--- src/rtl/cbus_arbiter_pkg.sv ---
// Shared cache-bus types used by the cbus converters, the arbiter and the memory side.
package cbus_arbiter_pkg;

  typedef logic [31:0] addr_t;
  typedef logic [63:0] word_t;
  typedef logic [7:0]  strobe_t;

  typedef enum logic [2:0] {
    MSIZE1 = 3'd0,
    MSIZE2 = 3'd1,
    MSIZE4 = 3'd2,
    MSIZE8 = 3'd3
  } msize_t;

  // Encoded as beats-1, matching AXI AxLEN.
  typedef enum logic [3:0] {
    MLEN1  = 4'd0,
    MLEN2  = 4'd1,
    MLEN4  = 4'd3,
    MLEN8  = 4'd7,
    MLEN16 = 4'd15
  } mlen_t;

  typedef enum logic [1:0] {
    AXI_BURST_FIXED = 2'd0,
    AXI_BURST_INCR  = 2'd1,
    AXI_BURST_WRAP  = 2'd2
  } axi_burst_type_t;

  typedef struct packed {
    logic            valid;
    logic            is_write;
    msize_t          size;
    addr_t           addr;
    strobe_t         strobe;
    word_t           data;
    mlen_t           len;
    axi_burst_type_t burst;
  } cbus_req_t;

  typedef struct packed {
    logic  ready;
    logic  last;
    word_t data;
  } cbus_resp_t;

  function automatic int unsigned wrap_next(input int unsigned v, input int unsigned n);
    return (v + 1 >= n) ? 0 : v + 1;
  endfunction

endpackage

--- src/rtl/cbus_arbiter_rr_select.sv ---
// Combinational rotating-priority pick: first valid index scanning from ptr upward with wrap.
module rr_select #(
  parameter int N     = 2,
  parameter int IDX_W = 1
) (
  input  logic [N-1:0]     valid,
  input  logic [IDX_W-1:0] ptr,
  output logic [IDX_W-1:0] winner,
  output logic             any_valid
);

  logic [IDX_W-1:0] cand;

  always_comb begin
    winner    = '0;
    any_valid = 1'b0;
    cand      = '0;
    for (int k = 0; k < N; k++) begin
      cand = IDX_W'((int'(ptr) + k) % N);
      if (!any_valid && valid[cand]) begin
        any_valid = 1'b1;
        winner    = cand;
      end
    end
  end

endmodule

--- src/rtl/cbus_arbiter.sv ---
// Registered IDLE/BUSY arbiter muxing NUM_MASTERS cbus requesters onto one downstream port.
// Grant appears one cycle after request; one idle bubble follows every last beat.
module cbus_arbiter
  import cbus_arbiter_pkg::*;
#(
  parameter int NUM_MASTERS = 2,
  parameter bit ROUND_ROBIN = 1'b1
) (
  input  logic       clk,
  input  logic       reset,
  input  cbus_req_t  ireqs  [NUM_MASTERS],
  output cbus_resp_t iresps [NUM_MASTERS],
  output cbus_req_t  oreq,
  input  cbus_resp_t oresp
);

  localparam int IDX_W = (NUM_MASTERS > 1) ? $clog2(NUM_MASTERS) : 1;

  typedef enum logic {
    IDLE = 1'b0,
    BUSY = 1'b1
  } state_t;

  state_t             state, state_nxt;
  logic [IDX_W-1:0]   index, index_nxt;
  logic [IDX_W-1:0]   rr_ptr, rr_ptr_nxt;
  logic               busy;
  logic [NUM_MASTERS-1:0] valid_vec;
  logic [IDX_W-1:0]   sel_ptr;
  logic [IDX_W-1:0]   winner;
  logic               any_valid;

  assign busy = (state == BUSY);

  always_comb begin
    valid_vec = '0;
    for (int i = 0; i < NUM_MASTERS; i++) begin
      valid_vec[i] = ireqs[i].valid;
    end
  end

  // Fixed priority is the same scan anchored at index 0.
  assign sel_ptr = ROUND_ROBIN ? rr_ptr : '0;

  rr_select #(
    .N     (NUM_MASTERS),
    .IDX_W (IDX_W)
  ) u_rr_select (
    .valid     (valid_vec),
    .ptr       (sel_ptr),
    .winner    (winner),
    .any_valid (any_valid)
  );

  always_comb begin
    state_nxt  = state;
    index_nxt  = index;
    rr_ptr_nxt = rr_ptr;
    case (state)
      IDLE: begin
        if (any_valid) begin
          state_nxt = BUSY;
          index_nxt = winner;
          if (ROUND_ROBIN) begin
            rr_ptr_nxt = IDX_W'(wrap_next(int'(winner), NUM_MASTERS));
          end
        end
      end
      BUSY: begin
        if (oresp.ready && oresp.last) begin
          state_nxt = IDLE;
        end
      end
      default: state_nxt = IDLE;
    endcase
  end

  always_ff @(posedge clk) begin
    if (reset) begin
      state  <= IDLE;
      index  <= '0;
      rr_ptr <= '0;
    end else begin
      state  <= state_nxt;
      index  <= index_nxt;
      rr_ptr <= rr_ptr_nxt;
    end
  end

  // Request and response paths stay combinational so write data/strobe can change per beat.
  always_comb begin
    oreq = '0;
    for (int i = 0; i < NUM_MASTERS; i++) begin
      iresps[i] = '0;
    end
    if (!reset && busy) begin
      oreq          = ireqs[index];
      iresps[index] = oresp;
    end
  end

  a_index_range : assert property (@(posedge clk) disable iff (reset)
    busy |-> (int'(index) < NUM_MASTERS));

  a_ptr_range : assert property (@(posedge clk) disable iff (reset)
    int'(rr_ptr) < NUM_MASTERS);

endmodule

--- config.mk ---
export PLATFORM = sky130hd
export DESIGN_NAME = cbus_arbiter
export DESIGN_NICKNAME = d
export VERILOG_FILES = /design/src/rtl/cbus_arbiter_pkg.sv /design/src/rtl/cbus_arbiter_rr_select.sv /design/src/rtl/cbus_arbiter.sv
export SDC_FILE = /design/constraint.sdc
export NUM_CORES = 1
export LEC_CHECK = 0
export CAP_MARGIN = 15
export CELL_PAD_IN_SITES_DETAIL_PLACEMENT = 1
export CELL_PAD_IN_SITES_GLOBAL_PLACEMENT = 1
export CORE_AREA = 8 8 206 208
export CTS_CLUSTER_DIAMETER = 50
export DETAILED_ROUTE_END_ITERATION = 12
export DIE_AREA = 0 0 214 216
export PLACE_DENSITY_LB_ADDON = 0.12
export SLEW_MARGIN = 15
export SYNTH_ARGS = -nofsm -noshare
export SYNTH_HDL_FRONTEND = slang
export SYNTH_SLANG_ARGS = --single-unit
--- constraint.sdc ---
create_clock -name clk -period 1.4 [get_ports clk]
set_input_delay 0.14 -clock clk [delete_from_list [all_inputs] [get_ports clk]]
set_output_delay 0.14 -clock clk [all_outputs]
set_load 0.02 [all_outputs]
# Word level (Yosys, flattened, before mapping)
# Index checks and enable logic that the tools add are counted.
[word_totals] regBits=3 latch_bits=0 ramBits=0 rom_bits=0 inputBits=298 output_inout_bits=247 elab_cells=39 mem_count=0
[op_classes] add_sub_neg=2 multipliers=0 n_div=0 magnitude_cmp=5 eq_ne=0 shift=0 n_mux=19 bitwise=3 reduce_logical=7
[ops] op="115-bit 2-to-1 mux" n=4
[ops] op="132-bit bitwise AND" n=1
[ops] op="132-bit 2-to-1 mux" n=1
[ops] op="66-bit demux with 1-bit select" n=1
[ops] op="66-bit 2-to-1 mux" n=1
[ops] op="1-bit 2-to-1 mux" n=11
[ops] op="2-bit greater-or-equal comparator (second input constant)" n=2
[ops] op="1-bit logical AND" n=4
[ops] op="1-bit by 2-bit less-than comparator with 1-bit output (second input constant)" n=2
[ops] op="1-bit by 1-bit adder with 2-bit output (second input constant)" n=1
[ops] op="1-bit logical NOT" n=2
[ops] op="2-bit by 1-bit less-than comparator with 1-bit output (second input constant)" n=1
[ops] op="1-bit NOT with 2-bit output" n=1
[ops] op="1-bit case mux with 2 select lines" n=1
[ops] op="2-bit AND reduction" n=1
[ops] op="1-bit adder (second input constant)" n=1
[ops] op="1-bit NOT" n=1

# Logic depth before layout (Yosys ltp)
# Gate-level depths: netlist of run 1.
[depth] ltp_word=9 mapped_depth=5 depth_no_buf=3

# Hierarchy
# From an unflattened synthesis of run 1, not the netlist that was laid out.
[unflattened] cells_unflattened=494 hier_area_um2=3005.4
[modules_own_cells] module="cbus_arbiter" instances=1 cells_per_inst=491 area_per_inst_um2=2987.9 seq_area_each_um2=60.1
[modules_own_cells] module="rr_select" instances=1 cells_per_inst=3 area_per_inst_um2=17.5 seq_area_each_um2=0.0

# Worst setup path after synthesis of run 1
# OpenSTA, ideal clock, no wires.
[synth_timing] path_type="register -> output" from="register state, in the netlist busy" to="output port oreq[35] (netlist name)" t_arrival_ps=1221 t_required_ps=1260 slack_ps=39 stages_incl_launch_ff=6 n_path_buf=3 path_cell_list="dfxtp_1 > nand2b_1 > buf_2 > buf_4 > buf_2 > nor2_1"
[synth_lines] item="from (decl)" line_no="cbus_arbiter.sv:24" source="state_t state, state_nxt;"
[synth_lines] item="from (signal assigned)" line_no="cbus_arbiter.sv:84" source="state <= state_nxt;"
[synth_lines] item="to (decl)" line_no="cbus_arbiter.sv:13" source="output cbus_req_t oreq,"

==> flow_metrics.env, run 1 <==
export IMPL_ir_drop_v=0.0003188
export IMPL_worstPathArrival_ps=1510
export IMPL_io_pins=545
export IMPL_first_pass_iters=4
export IMPL_grt_pass1_wl_um=43260
export IMPL_die_area_um2=46220
export IMPL_placementRows=73
export IMPL_synth_cells=491
export IMPL_critPathCaptureType="primary output"
export IMPL_switching_share=0.3851
export IMPL_clk_path_buf_depth=2
export IMPL_rrSetupSlack_ps=340
export IMPL_reg2reg_to="index$_SDFFE_PP0P_"
export IMPL_worstRegToRegCells=5
export IMPL_maxCapViolations=0
export IMPL_finalWorstSetupSlack_ps=-248.4
export IMPL_crit_end="oreq[53]"
export IMPL_p_seq_frac=0.031
export IMPL_htree_levels=1
export IMPL_port_buffers=544
export IMPL_synth_area_per_cell_um2=5.823
export IMPL_syn_area_um2=2859
export IMPL_cts_tree="done"
export IMPL_r2r_start="index$_SDFFE_PP0P_"
export IMPL_dp_cells=1550
export IMPL_area_delta_synth_final_pct=219.6
export IMPL_comb_power_share=0.837
export IMPL_start_util=0.07296
export IMPL_hp_class="reg -> reg"
export IMPL_grt_pass1_vias=6087
export IMPL_synth_nets=789
export IMPL_seq_area_frac_synth=0.02101
export IMPL_p_switching_mw=1.307
export IMPL_p_per_area_nw_per_um2=371.4
export IMPL_fin_worst_skew_ps=0.1034
export IMPL_p_int_mw=2.087
export IMPL_finalSetupViolCount=190
export IMPL_fmax_mhz=606.7
export IMPL_clk_pin_slew_ps=30
export IMPL_status="finished, violations left"
export IMPL_ant_nets=0
export IMPL_place_hpwl_um=26310
export IMPL_antenna_found_initial=2
export IMPL_cp_max_fo=7
export IMPL_coreArea_um2=39180
export IMPL_clkSinkCount=3
export IMPL_grt_max_degree=53
export IMPL_worstPathRequired_ps=1260
export IMPL_via_count=5552
export IMPL_clk_latency_ps=220
export IMPL_min_period_over_period=1.177
export IMPL_die_h_um=216
export IMPL_drc_errors=0
export IMPL_wirelength_um=31160
export IMPL_place_congestion=0.7664
export IMPL_final_max_slew_viol_count=0
export IMPL_slew_headroom=0.8263
export IMPL_layout_drive_gt1_share=0.3287
export IMPL_hold_viol=0
export IMPL_yosys_warnings=0
export IMPL_dieWidth_um=214
export IMPL_period_needed_ps=1648
export IMPL_via_per_inst=3.481
export IMPL_start_kind="flop"
export IMPL_cts_made_buffers=3
export IMPL_nets=1367
export IMPL_instances_no_fill=1595
export IMPL_crit_start="index$_SDFFE_PP0P_"
export IMPL_pre_cts_slack_ps=-528.3
export IMPL_synthDistinctLibCells=15
export IMPL_violations="negative setup slack"
export IMPL_clkPwrFrac=0.133
export IMPL_gr_total_overflow=0
export IMPL_grtUsageTotal=0.1224
export IMPL_crit_type="reg -> out"
export IMPL_detail_route_wl_per_cell_um=19.53
export IMPL_rsz0062_at_grt="yes"
export IMPL_cts_root_buffer="clkbuf_16"
export IMPL_worst_pin_slew_ps=258.9
export IMPL_p_leak_nw=3.960
export IMPL_drt_iter0_markers=148
export IMPL_yosys_register_bits=3
layer usage:
layer  share of wire  vias to the layer above  global-route usage
met1            0.38                     2541              0.1329
li1                -                     2715                   -
met3           0.088                        4             0.04084
met2            0.52                      292              0.2338
met5               0                        -                   0
met4          0.0037                        0             0.01243
cell type report:
class	instances	area, µm²
sequential	3	67.56
inverter	2	7.507
multi-input combinational	439	2690
timing repair buffer	620	5633
fill	4721	30050
tap	525	656.9
clock buffer	4	78.83
antenna	2	5.005
synth_stat cells:
master	count	area [µm²]
nor2b_1	1	6.260
a21oi_1	2	10.01
buf_4	6	45.04
mux2i_1	115	1151
nand2_1	1	3.750
dfxtp_1	3	60.06
a211oi_1	1	7.510
nand2b_1	68	425.4
buf_2	30	150.1
nor2_1	247	927.1
clkbuf_1	11	41.29
inv_1	2	7.510
o21ai_0	2	10.01
nor3_1	1	5.000
a311oi_1	1	8.760
cells in the final DEF (no fill, tap or decap):
cell type        instances
clkdlybuf4s50_1        296
nor2_1                 242
buf_4                  149
mux2i_1                101
buf_2                   68
nand2b_1                66
clkbuf_2                41
buf_12                  22
buf_6                   21
clkdlybuf4s15_2          9
buf_8                    9
mux2i_2                  8
mux2i_4                  6
clkbuf_16                5
nor2_2                   4
diode_2                  2
inv_1                    2
o21ai_0                  2
a21oi_1                  2
dfxtp_4                  2
clkbuf_4                 2
nand2b_4                 1
nand2b_2                 1
nand2_2                  1
nor2_4                   1
nor3_1                   1
a311oi_1                 1
nor2b_1                  1
a211oi_1                 1
dfxtp_1                  1
clkbuf_1                 1
buf_16                   1
critical path: stages, from the launching register on:
cell and delay (ps):
dfxtp_4 400, buf_12 160, buf_12 140, buf_8 110, mux2i_4 220, nor2_1 70, buf_4 160
power by group through the flow:
| stage | registers [mW] | logic, mW | clock network [mW] |
|---|---|---|---|
| after global placement | 0.105 | 2.75 | 0 |
| after floorplan | 0.0991 | 1.03 | 0 |
| after detailed placement | 0.104 | 2.75 | 0 |
| after global routing | 0.106 | 3.04 | 0.468 |
| after CTS | 0.103 | 2.74 | 0.454 |
| final | 0.104 | 2.84 | 0.450 |
cells by family after synthesis:
kind of cell | after synthesis | synth area share
multiplexers | 115 | 0.4026
buffers and inverters | 49 | 0.08534
AND/OR/NAND/NOR | 318 | 0.4783
flip-flops | 3 | 0.02101
AO/OA/AOI/OAI | 6 | 0.01269
timing repair:
item | CTS | global route
hold buffers | 0 | 0
gates cloned | 4 | 2
gates resized for setup | 649 | 482
setup endpoints to repair | 247 | 247
pin swaps | 1 | 20
setup buffers | 14 | 26
how the worst min path moves through the flow:
stage / slack, ps / startpoint / depth (start not counted) / to
4_1_cts: 470 / flop / 1 / flop
5_1_grt: 500 / flop / 1 / flop
2_1_floorplan: 260 / oresp[64] / 1 / busy$_SDFF_PP0_
3_3_place_gp: 460 / flop / 1 / flop
6_report: 470 / flop / 1 / flop
3_5_place_dp: 460 / flop / 1 / flop
through the flow:
stage               instance area [µm²]  power (mW)  hold WS, ps  setup TNS (ps)  utilization
finish                             9139       3.394        468.6          -23350       0.2332
global route                       9136       3.611        502.9          -38590       0.2332
CTS                                9124       3.294        466.4          -42220       0.2328
detailed placement                 9226       2.850        459.4          -79340       0.2355
global placement                   9226       2.856        461.2          -75950       0.2355
floorplan                          2859       1.132        260.9               0            -
(Power assumes the default switching activity.)
==> run 2, diff against run 1 <==
--- a/config.mk
+++ b/config.mk
@@ -13,6 +13,7 @@
 export DETAILED_ROUTE_END_ITERATION = 12
 export DIE_AREA = 0 0 214 216
 export PLACE_DENSITY_LB_ADDON = 0.12
+export SKIP_LAST_GASP = 1
 export SLEW_MARGIN = 15
 export SYNTH_ARGS = -nofsm -noshare
 export SYNTH_HDL_FRONTEND = slang
==> run 2 against run 1 <==
  * The flow still finishes with violations (negative setup slack)
  * Clock power barely moved
  * Clock-buffer cell count did not move
  * Via count rose by 0.34%
  * Combinational power rose by 4%
  * Utilization rose by 0.57 points
  * Largest cell class unchanged
  * Largest power group unchanged
  * Highest routed layer unchanged
==> flow_metrics.env, run 2 (synthesis results as in run 1) <==
export IMPL_status="finished, violations left"
export IMPL_violations="negative setup slack"
export IMPL_rrSetupSlack_ps=410
export IMPL_placementRows=73
export IMPL_worstPathArrival_ps=1500
export IMPL_dieWidth_um=214
export IMPL_die_h_um=216
export IMPL_drt_iter0_markers=150
export IMPL_fin_worst_skew_ps=0.2340
export IMPL_slew_headroom=0.8262
export IMPL_wirelength_um=31470
export IMPL_p_per_area_nw_per_um2=373.2
export IMPL_first_pass_iters=4
export IMPL_ir_drop_v=0.0003210
export IMPL_gr_total_overflow=0
export IMPL_cp_max_fo=6
export IMPL_cts_tree="done"
export IMPL_die_area_um2=46220
export IMPL_start_util=0.07296
export IMPL_start_kind="flop"
export IMPL_place_area_um2=9226
export IMPL_instances_no_fill=1601
export IMPL_cts_made_buffers=3
export IMPL_grt_pass1_vias=6088
export IMPL_fin_util=0.2390
export IMPL_drc_errors=0
export IMPL_hp_class="reg -> reg"
export IMPL_critPathCaptureType="primary output"
export IMPL_period_needed_ps=1640
export IMPL_clkSinkCount=3
export IMPL_p_leak_nw=4.070
export IMPL_final_area_um2=9364
export IMPL_htree_levels=1
export IMPL_io_pins=545
export IMPL_worst_pin_slew_ps=258.9
export IMPL_antenna_found_initial=2
export IMPL_detail_route_wl_per_cell_um=19.65
export IMPL_via_per_inst=3.480
export IMPL_area_delta_synth_final_pct=227.5
export IMPL_pre_cts_slack_ps=-528.3
export IMPL_port_buffers=544
export IMPL_finalWorstSetupSlack_ps=-240.0
export IMPL_final_max_slew_viol_count=0
export IMPL_crit_type="reg -> out"
export IMPL_via_count=5571
export IMPL_finalSetupViolCount=241
export IMPL_layout_drive_gt1_share=0.3399
export IMPL_r2r_start="busy$_SDFF_PP0_"
export IMPL_coreArea_um2=39180
export IMPL_cts_root_buffer="clkbuf_16"
export IMPL_nets=1373
export IMPL_worstPathRequired_ps=1260
export IMPL_clk_pin_slew_ps=30
export IMPL_place_hpwl_um=26310
export IMPL_ant_nets=0
export IMPL_hold_depth=1
export IMPL_rsz0062_at_grt="yes"
export IMPL_clk_latency_ps=220
export IMPL_dp_cells=1550
export IMPL_grt_pass1_wl_um=43260
export IMPL_fmax_mhz=609.8
export IMPL_most_common_layout_cells="clkdlybuf4s50_1 (296), nor2_1 (236), buf_4 (185), mux2i_1 (99), buf_2 (70)"
export IMPL_min_period_over_period=1.171
export IMPL_grt_max_degree=53
export IMPL_layout_commonest_cell="clkdlybuf4s50_1"
export IMPL_maxCapViolations=0
export IMPL_worstRegToRegCells=4
export IMPL_hold_viol=0
export IMPL_clk_path_buf_depth=2
export IMPL_place_congestion=0.7664
export IMPL_fin_setup_tns_ps=-30810
export IMPL_grtUsageTotal=0.1225
export IMPL_reg2reg_to="index$_SDFFE_PP0P_"
==> run 2: cell types whose count changed in the layout (fill, tap and decap cells not counted), sizes merged <==
| cell | previous run | this run |
|---|---|---|
| buf | 270 | 306 |
| clkbuf | 49 | 26 |
| clkdlybuf4s15 | 9 | 2 |
==> run 2: worst max-delay path, stage by stage, from the launching register on <==
cell and delay (ps):
dfxtp_4 400, buf_12 150, buf_12 110, buf_12 120, buf_6 90, mux2i_1 170, nor2_1 60, buf_4 160
==> run 2: report_power, final <==
group	internal, mW	switching, mW	leakage [nW]
Sequential	0.0928	0.0138	0.0261
Combinational	1.69	1.25	4.01
Clock	0.376	0.0753	0.0382
==> run 2: per-layer routing <==
metal / track usage / wire length, µm / up-vias
met5: 0 / 0 / -
met4: 0.01243 / 116 / 0
met3: 0.04140 / 2784 / 4
met2: 0.2335 / 16520 / 294
met1: 0.1329 / 12050 / 2545
li1: - / - / 2728
==> run 2: timing repair <==
action,4_1_cts,5_1_grt
cloned,4,5
pin swaps,1,16
buffers inserted,14,27
hold buffers,0,0
setup endpoints to repair,247,247
hold endpoints to repair,0,0
resized for setup,533,674
==> run 2: metrics by stage <==
step | hold slack (ps) | power [mW]
final | 477.9 | 3.495
after global routing | 502.7 | 3.710
after CTS | 466.4 | 3.288
after detailed placement | 459.4 | 2.850
after global placement | 461.2 | 2.856
after floorplan | 260.9 | 1.132
==> run 2: final cells by class <==
| class | count | area [µm²] |
|---|---|---|
| Fill cell | 4702 | 29820 |
| Timing Repair Buffer | 626 | 5801 |
| Multi-Input combinational cell | 439 | 2748 |
| Tap cell | 525 | 656.9 |
| Clock buffer | 4 | 78.83 |
| Sequential cell | 3 | 67.56 |
| Inverter | 2 | 7.507 |
| Antenna cell | 2 | 5.005 |
==> run 2: worst max path at each step <==
stage	from	to	slack, ps	depth (start not counted)
floorplan	busy$_SDFF_PP0_	oreq[35]	40	5
global placement	busy$_SDFF_PP0_	oreq[92]	-570	5
detailed placement	busy$_SDFF_PP0_	oreq[92]	-530	5
CTS	index$_SDFFE_PP0P_	oreq[49]	-350	5
global route	index$_SDFFE_PP0P_	oreq[97]	-310	7
finish	index$_SDFFE_PP0P_	oreq[108]	-240	7
